--- src/rtl/icache_miss_ctrl.sv ---
// ============================================================================
// icache_miss_ctrl : instruction-cache line-miss request/fill sequencer
// Optional statistics outputs enabled by ICACHE_MISS_STATS_EN
// Revision: 1.0
// ============================================================================
`default_nettype none

module icache_miss_ctrl #(
  parameter int LINE_BITS   = 256,
  parameter int TAG_BITS    = 21,
  parameter int INDEX_BITS  = 5,
  parameter int OFFSET_BITS = 2,
  parameter int TIMEOUT     = 64
) (
  input  logic                  clk,
  input  logic                  reset,
  input  logic                  run_i,
  input  logic                  miss_i,
  input  logic [31:0]           miss_addr_i,
  input  logic                  flush_i,
  output logic                  busy_o,
  output logic [31:0]           mem_addr0_o,
  output logic                  mem_re0_o,
  input  logic [LINE_BITS-1:0]  mem_data0_i,
  input  logic                  mem_data_ready0_i,
  input  logic [TAG_BITS-1:0]   mem_tag0_i,
  input  logic [INDEX_BITS-1:0] mem_index0_i,
  output logic                  fill_valid_o,
  output logic [LINE_BITS-1:0]  fill_data_o,
  output logic [TAG_BITS-1:0]   fill_tag_o,
  output logic [INDEX_BITS-1:0] fill_index_o,
  output logic                  err_o
`ifdef ICACHE_MISS_STATS_EN
  ,
  output logic [31:0]           miss_count_o,
  output logic [31:0]           stall_cycles_o
`endif
);

  localparam int          c_IDX_LSB    = OFFSET_BITS + 3;
  localparam int          c_TAG_LSB    = INDEX_BITS + OFFSET_BITS + 3;
  localparam logic [31:0] c_ALIGN_MASK = ~((32'd1 << c_IDX_LSB) - 32'd1);
  localparam logic [7:0]  c_TIMEOUT    = 8'(TIMEOUT);

  typedef enum logic [1:0] {S_IDLE, S_REQ, S_WAIT, S_FILL} state_t;

  state_t                r_state, w_state_nxt;
  logic [31:0]           r_addr, w_addr_nxt;
  logic                  r_kill, w_kill_nxt;
  logic [7:0]            r_cnt, w_cnt_nxt;
  logic                  r_err, w_err_nxt;
  logic                  w_capture;
  logic                  w_kill_any;
  logic                  w_match;
  logic [7:0]            w_cnt_inc;
  logic [LINE_BITS-1:0]  r_fdata;
  logic [TAG_BITS-1:0]   r_ftag;
  logic [INDEX_BITS-1:0] r_findex;

  assign w_kill_any = r_kill | flush_i;
  assign w_cnt_inc  = r_cnt + 8'd1;
  assign w_match    = (mem_tag0_i == r_addr[c_TAG_LSB +: TAG_BITS]) &&
                      (mem_index0_i == r_addr[c_IDX_LSB +: INDEX_BITS]);

  always_ff @(posedge clk or negedge reset) begin
    if (!reset) begin
      r_state  <= S_IDLE;
      r_addr   <= '0;
      r_kill   <= 1'b0;
      r_cnt    <= '0;
      r_err    <= 1'b0;
      r_fdata  <= '0;
      r_ftag   <= '0;
      r_findex <= '0;
    end else begin
      r_state <= w_state_nxt;
      r_addr  <= w_addr_nxt;
      r_kill  <= w_kill_nxt;
      r_cnt   <= w_cnt_nxt;
      r_err   <= w_err_nxt;
      if (w_capture) begin
        r_fdata  <= mem_data0_i;
        r_ftag   <= mem_tag0_i;
        r_findex <= mem_index0_i;
      end
    end
  end

  // Everything holds while run_i is low, so a frozen REQ/FILL strobes once on resume.
  always_comb begin
    w_state_nxt = r_state;
    w_addr_nxt  = r_addr;
    w_kill_nxt  = r_kill;
    w_cnt_nxt   = r_cnt;
    w_err_nxt   = r_err;
    w_capture   = 1'b0;
    if (run_i) begin
      case (r_state)
        S_IDLE: begin
          if (miss_i) begin
            w_state_nxt = S_REQ;
            w_addr_nxt  = miss_addr_i & c_ALIGN_MASK;
          end
        end
        S_REQ: begin
          w_state_nxt = S_WAIT;
          w_cnt_nxt   = '0;
          w_kill_nxt  = w_kill_any;
        end
        S_WAIT: begin
          w_cnt_nxt  = w_cnt_inc;
          w_kill_nxt = w_kill_any;
          if (mem_data_ready0_i) begin
            if (w_kill_any) begin
              w_state_nxt = S_IDLE;
              w_kill_nxt  = 1'b0;
            end else if (!w_match) begin
              w_state_nxt = S_IDLE;
              w_err_nxt   = 1'b1;
            end else begin
              w_state_nxt = S_FILL;
              w_capture   = 1'b1;
            end
          end else if (w_cnt_inc == c_TIMEOUT) begin
            // A killed miss is abandoned at timeout instead of re-issued.
            if (w_kill_any) begin
              w_state_nxt = S_IDLE;
              w_kill_nxt  = 1'b0;
            end else begin
              w_state_nxt = S_REQ;
            end
          end
        end
        S_FILL: w_state_nxt = S_IDLE;
        default: w_state_nxt = S_IDLE;
      endcase
    end
  end

  assign busy_o       = (r_state != S_IDLE);
  assign mem_re0_o    = (r_state == S_REQ) && run_i;
  assign fill_valid_o = (r_state == S_FILL) && run_i;
  assign mem_addr0_o  = busy_o ? r_addr : 32'd0;
  assign fill_data_o  = r_fdata;
  assign fill_tag_o   = r_ftag;
  assign fill_index_o = r_findex;
  assign err_o        = r_err;

`ifdef ICACHE_MISS_STATS_EN
  logic [31:0] r_miss_count;
  logic [31:0] r_stall_cycles;

  always_ff @(posedge clk or negedge reset) begin
    if (!reset) begin
      r_miss_count   <= '0;
      r_stall_cycles <= '0;
    end else begin
      if ((r_state == S_IDLE) && run_i && miss_i)
        r_miss_count <= r_miss_count + 32'd1;
      if (busy_o && run_i)
        r_stall_cycles <= r_stall_cycles + 32'd1;
    end
  end

  assign miss_count_o   = r_miss_count;
  assign stall_cycles_o = r_stall_cycles;
`endif

endmodule

`default_nettype wire

--- config.mk ---
export PLATFORM = sky130hd
export DESIGN_NAME = icache_miss_ctrl
export DESIGN_NICKNAME = d
export VERILOG_FILES = /design/src/rtl/icache_miss_ctrl.sv
export SDC_FILE = /design/constraint.sdc
export NUM_CORES = 1
export LEC_CHECK = 0
export ABC_AREA = 1
export CAP_MARGIN = 20
export CORE_AREA = 2 2 252 254
export CTS_BUF_LIST = sky130_fd_sc_hd__clkbuf_4 sky130_fd_sc_hd__clkbuf_8 sky130_fd_sc_hd__clkbuf_16
export DETAILED_ROUTE_END_ITERATION = 10
export DIE_AREA = 0 0 254 256
export GPL_ROUTABILITY_DRIVEN = 0
export PLACE_DENSITY = 0.58
export RECOVER_POWER = 50
export SETUP_SLACK_MARGIN = 0.4
export SLEW_MARGIN = 30
export SYNTH_ARGS = -nofsm -noshare
export SYNTH_HDL_FRONTEND = slang
export SYNTH_SLANG_ARGS = --single-unit
--- constraint.sdc ---
create_clock -name clk -period 1.7 [get_ports clk]
set_input_delay 0.34 -clock clk [delete_from_list [all_inputs] [get_ports clk]]
set_output_delay 0.34 -clock clk [all_outputs]
set_load 0.02 [all_outputs]
=== Word level (Yosys, flattened, before mapping) ===
Index checks and enable logic that the tools add are counted.

* Memories: 0
* Bits in writable memories: 0
* Output and inout port bits: 318
* Latch bits: 0
* Logic and storage cells: 47
* Bits of input ports: 320
* Register bits: 321
* Bits in read-only memories: 0

* Bitwise operators: 3
* Order comparisons: 0
* Divide/modulo/power cells: 0
* Shift operators: 0
* Reduce and logical (&&, ||, !) cells: 10
* Eq/ne operators: 8
* Multipliers: 0
* Add/sub/neg operators: 1
* Muxes and demuxes: 17

{| class="wikitable"
|+ Operators by type and width
! operator !! number
|-
| $mux 32 || 1
|-
| $eq 21x21->1 || 1
|-
| $pmux 8 s2 || 1
|-
| $mux 2 || 5
|-
| $add 8x1->8 const B || 1
|-
| $eq 8x7->1 const B || 1
|-
| $mux 1 || 8
|-
| $pmux 2 s4 || 1
|-
| $reduce_and 3->1 || 2
|-
| $eq 5x5->1 || 1
|-
| $reduce_and 5->1 || 1
|-
| $eq 2x2->1 const B || 2
|-
| $reduce_bool 2->1 || 2
|-
| $logic_and 1x1->1 || 3
|-
| $ne 3x3->1 const B || 1
|-
| $eq 2x1->1 const B || 1
|-
| $logic_not 2->1 || 1
|-
| $ne 2x2->1 const B || 1
|-
| $not 1->1 || 2
|-
| $pmux 1 s2 || 1
|-
| $reduce_and 2->1 || 1
|-
| $or 1x1->1 || 1
|}

=== Logic depth before layout (Yosys ltp) ===
* Depth in word-level cells: 7
* Depth in mapped cells: 13
* Gate-level depth less buffers: 12

=== Worst setup path before layout ===
No wires, ideal clock.

* Kind: register to register
* Start: register r_state[0]
* End: register r_fdata[164] (netlist: fill_data_o[164])
* Setup slack: -0.099 ns
* Data required time: 1.634 ns
* Buffers on the path: 2
* Cell stages (with the launch flop): 9
* Library setup time: 0.066 ns
* Data arrival time: 1.733 ns
* Period minus slack after synthesis: 1.799 ns
* Path through: dfrtp_1 > inv_1 > ha_1 > inv_1 > nor4_2 > buf_2 > clkbuf_1 > nand3_1 > nand2_1

* Longest elaborated chain between the ends: 3

{| class="wikitable"
|+ RTL lines
! what !! RTL line !! text
|-
| from (decl) || 47 || <nowiki>state_t r_state, w_state_nxt;</nowiki>
|-
| from (signal assigned) || 76 || <nowiki>r_state <= w_state_nxt;</nowiki>
|-
| $eq 2x2->1 || 98 || <nowiki>case (r_state)</nowiki>
|-
| $mux 1 || 98 ||
|-
| $mux 1 || 97 || <nowiki>if (run_i) begin</nowiki>
|-
| to (signal assigned) || 82 || <nowiki>r_fdata <= mem_data0_i;</nowiki>
|-
| to (decl) || 56 || <nowiki>logic [LINE_BITS-1:0] r_fdata;</nowiki>
|}

Every way passes these cells.
A chain may end at the register's enable or synchronous reset.

=== Worst setup path after layout ===
* Start: register r_state[1]
* End: output port mem_addr0_o[11]

* Longest elaborated chain between the ends: 2

{| class="wikitable"
|+ RTL lines
! what !! RTL line !! text
|-
| $reduce_bool 2->1 || 140 || <nowiki>assign busy_o = (r_state != S_IDLE);</nowiki>
|-
| $mux 32 || 143 || <nowiki>assign mem_addr0_o = busy_o ? r_addr : 32'd0;</nowiki>
|-
| to (decl) || 22 || <nowiki>output logic [31:0] mem_addr0_o,</nowiki>
|}

Every way passes these cells.

==> key figures <==
Status
  • Run status: complete, but fails checks
  • Failing checks: setup timing

Yosys
  • Largest family of logic cells by synthesized area: simple AND/OR/NAND/NOR gates
  • #FFs+latches synth: 321
  • Synthesized instance count: 1,560
  • Synth top area share: 0.601
  • Ranking of synthesized cells by area: dfrtp_1, nand2_1, nand3_1, buf_2, nor2_1
  • Syn avg cell area: 8.57 um2
  • Complex-gate fraction of the synthesized area: 0.0234
  • Yosys top cell by area: dfrtp_1
  • Syn Std Cell Area: 0.0134 mm2
  • Seq/Total Area, Yosys: 0.601
  • Area share of and/or/nand/nor cells after synthesis: 0.305
  • Syn. warnings: 0
  • Synth unique cells: 23
  • Adder-cell share of the synthesized area: 0.00562
  • Post-Synth XOR/XNOR Area: 0.00655
  • Post-synthesis mux area share: 0

Clocking
  • Worst skew pair latency: 0.55 ns
  • CTS root buf: clkbuf_16
  • Clock Path Buffers: 3
  • H-tree depth: 2
  • Worst-path clk slew: 0.06 ns
  • CTS tree: built
  • Cts bufs inserted: 39
  • Clock sink count: 321

Timing
  • Fin crit period: 1.99 ns
  • Max-slew violations: 0
  • FMAX: 0.503 GHz
  • Worst-Margin Slew: 0.885 ns
  • Final hold vios: 0
  • Fin worst setup slack: -0.290 ns
  • Final setup vio count: 313
  • Final period utilization: 1.17
  • RSZ-0062 raised after global routing: true
  • Slew HR: 0.410
  • Skew final: 0.0197 ns

Final layout
  • Share of layout cells above drive strength 1: 0.386
  • Final net count: 2,812
  • Final core occ: 0.438
  • Area delta synth->final: 104%
  • Post-Layout Inst Area: 0.0273 mm2
  • N_diodes: 0
  • Finished Layout Cells: 3,358

Power and ir drop
  • P per Cell Area: 857 mW/mm2
  • Maximum vdd drop: 1.14 mV
  • Leak: 13.8 nW
  • Tot Pwr: 0.0234 W

Setup path
  • Critical path class: flip-flop to primary output
  • Reg2reg end: fill_data_o[105]
  • Worst reg2reg path depth: 13
  • Setup crit start kind: flip-flop
  • Critical path data arrival time: 1.65 ns
  • R2R setup slack: -0.28 ns
  • CP Buf/Inv Count: 4
  • CP Capture Type: primary output
  • Delay of the slowest critical-path stage: 0.39 ns
  • CP cell instances: inv_2 > ha_4 > buf_12 > buf_6 > nor2_4 > buf_4
  • Worst-path maximum fanout: 6
  • Crit-path leading delay family: buffers and inverters
  • Worst path slowest cell: dfrtp_1
  • R2R Path Start: r_addr[19]
  • Worst Path Required: 1.36 ns

Placement
  • Dpl hpwl: 39,300 um
  • DP Worst Slack: -0.971 ns
  • # port buffers: 627
  • Post-placement cell count: 3,070
  • Placed cell areas: 0.0217 mm2

Min path
  • HP Start: mem_data0_i[206]
  • Min-Delay Path Depth: 3
  • Worst hold path class: input pin to flip-flop
  • Hold-critical path endpoint: fill_data_o[206]

Routing
  • ANT nets after route: 0
  • Vias post-DR: 14,600
  • Vias/cell: 4.35
  • DRT Wirelength: 63,100 um
  • Iteration-0 DRC Markers: 860
  • Pre-antenna DRT Iters: 5
  • # DRC: 0
  • Routed length per instance: 18.8 um

Run
  • MaxCap Viol Count: 0

GRT
  • Initial antenna violation count: 0
  • Largest net degree at the start of global routing: 76
  • First-pass GRT wire length: 85,500 um
  • Grt ovf: 0
  • Vias in the first global route: 14,300
  • Total GRT Usage: 0.170

Floorplanning
  • Total Die Area: 0.0650 mm2
  • I/O Pins: 638
  • Initial Util: 0.214
  • Row count: 92
  • Die height: 256 um
  • Die X: 254 um
  • Core ar.: 0.0624 mm2
## worst max path at each step
stage / from / end / slack [ns] / cells past startpoint
final: r_state[1] / mem_addr0_o[11] / -0.29 / 6
after global routing: r_addr[24] / fill_data_o[58] / -0.39 / 13
after CTS: r_state[1] / mem_addr0_o[20] / -0.32 / 6
after detailed placement: mem_tag0_i[17] / fill_data_o[130] / -0.97 / 14
after global placement: mem_tag0_i[17] / fill_data_o[130] / -0.99 / 14
after floorplan: r_state[0] / fill_data_o[0] / 0.09 / 9
## cells by family (layout without fill, tap and decap cells)
family | count (synthesis) | count (layout)
XOR/XNOR | 10 | 10
buffers and inverters | 168 | 1111
AO/OA/AOI/OAI | 61 | 61
AND/OR/NAND/NOR | 993 | 998
adder cells (fa/ha/maj) | 6 | 6
other | 1 | 5
flip-flops | 321 | 321
## synthesized netlist by cell type (all sizes together)
| master | count |
|---|---|
| nand2 | 640 |
| dfrtp | 321 |
| nand3 | 272 |
| buf | 93 |
| nor2 | 79 |
| inv | 64 |
| a21oi | 29 |
| o21ai | 29 |
| clkbuf | 11 |
| xor2 | 9 |
| ha | 6 |
| a21o | 1 |
| a22o | 1 |
| conb | 1 |
| nor4 | 1 |
| o22ai | 1 |
| or2 | 1 |
| xnor2 | 1 |
## registers in the layout, indices dropped and copies added, names as in the netlist
register	flops
r_state	2
fill_index_o	5
fill_tag_o	21
r_addr	27
r_cnt	8
fill_data_o	256
r_kill	1
err_o	1
## where the power goes
| group | total (W) | internal [W] | leakage, nW | switching, W |
|---|---|---|---|---|
| registers | 0.00831 | 0.00804 | 4.39 | 0.000271 |
| clock network | 0.00822 | 0.00494 | 0.632 | 0.00328 |
| logic | 0.00689 | 0.00348 | 8.74 | 0.00341 |
## worst min-delay path, stage by stage
cell and delay (ns):
clkdlybuf4s50_1 0.40, nand3_1 0.08, nand2_1 0.04
## cell type report
cell class,instances,area [um2]
Tap cell,846,1060
Sequential cell,321,8040
Clock buffer,58,1180
Clock inverter,9,75.1
Fill cell,5925,35100
Inverter,64,256
Multi-Input combinational cell,1080,5700
Timing Repair Buffer,979,11000
Timing Repair inverter,1,16.3
## what timing repair did
| item | CTS | global route |
|---|---|---|
| hold endpoints to repair | 105 | 0 |
| setup endpoints to repair | 634 | 634 |
| pin swaps | 24 | 39 |
| resized for setup | 289 | 1738 |
| gates cloned | 24 | 38 |
| buffers inserted | 34 | 124 |
| hold buffers | 1 | 0 |
## cell usage in the layout, fill, tap and decap left out, types with 8 or more instances in the layout
master	netlist	routed
buf_16	0	30
clkdlybuf4s50_1	0	313
nand2_4	0	24
a21oi_1	29	27
nand2_1	640	526
nor2_1	79	43
nand3_4	0	11
clkbuf_16	0	64
inv_1	51	42
nor2_4	0	28
o21ai_1	19	21
clkbuf_4	0	13
buf_6	1	342
nor2_2	0	8
nand3_1	272	229
inv_2	13	21
nand2_2	0	89
nand3_2	0	32
dfrtp_1	321	317
buf_12	0	36
xor2_1	9	9
buf_4	13	210
buf_8	0	17
## metal layers
metal | vias to the layer above | wire length (um) | GRT usage
li1 | 6811 | - | -
met1 | 7105 | 23900 | 0.195
met2 | 561 | 31900 | 0.296
met3 | 136 | 4640 | 0.0481
met4 | 0 | 2550 | 0.0644
met5 | - | 0 | 0
## through the flow
stage / TNS [ns] / hold WS [ns]
5_1_grt: -109.84 / 0.331
3_3_place_gp: -257.14 / 0.235
4_1_cts: -138.05 / 0.224
2_1_floorplan: 0 / 0.0444
3_5_place_dp: -247.32 / 0.232
6_report: -65.89 / 0.352
Power figures use the tool's default switching activity.
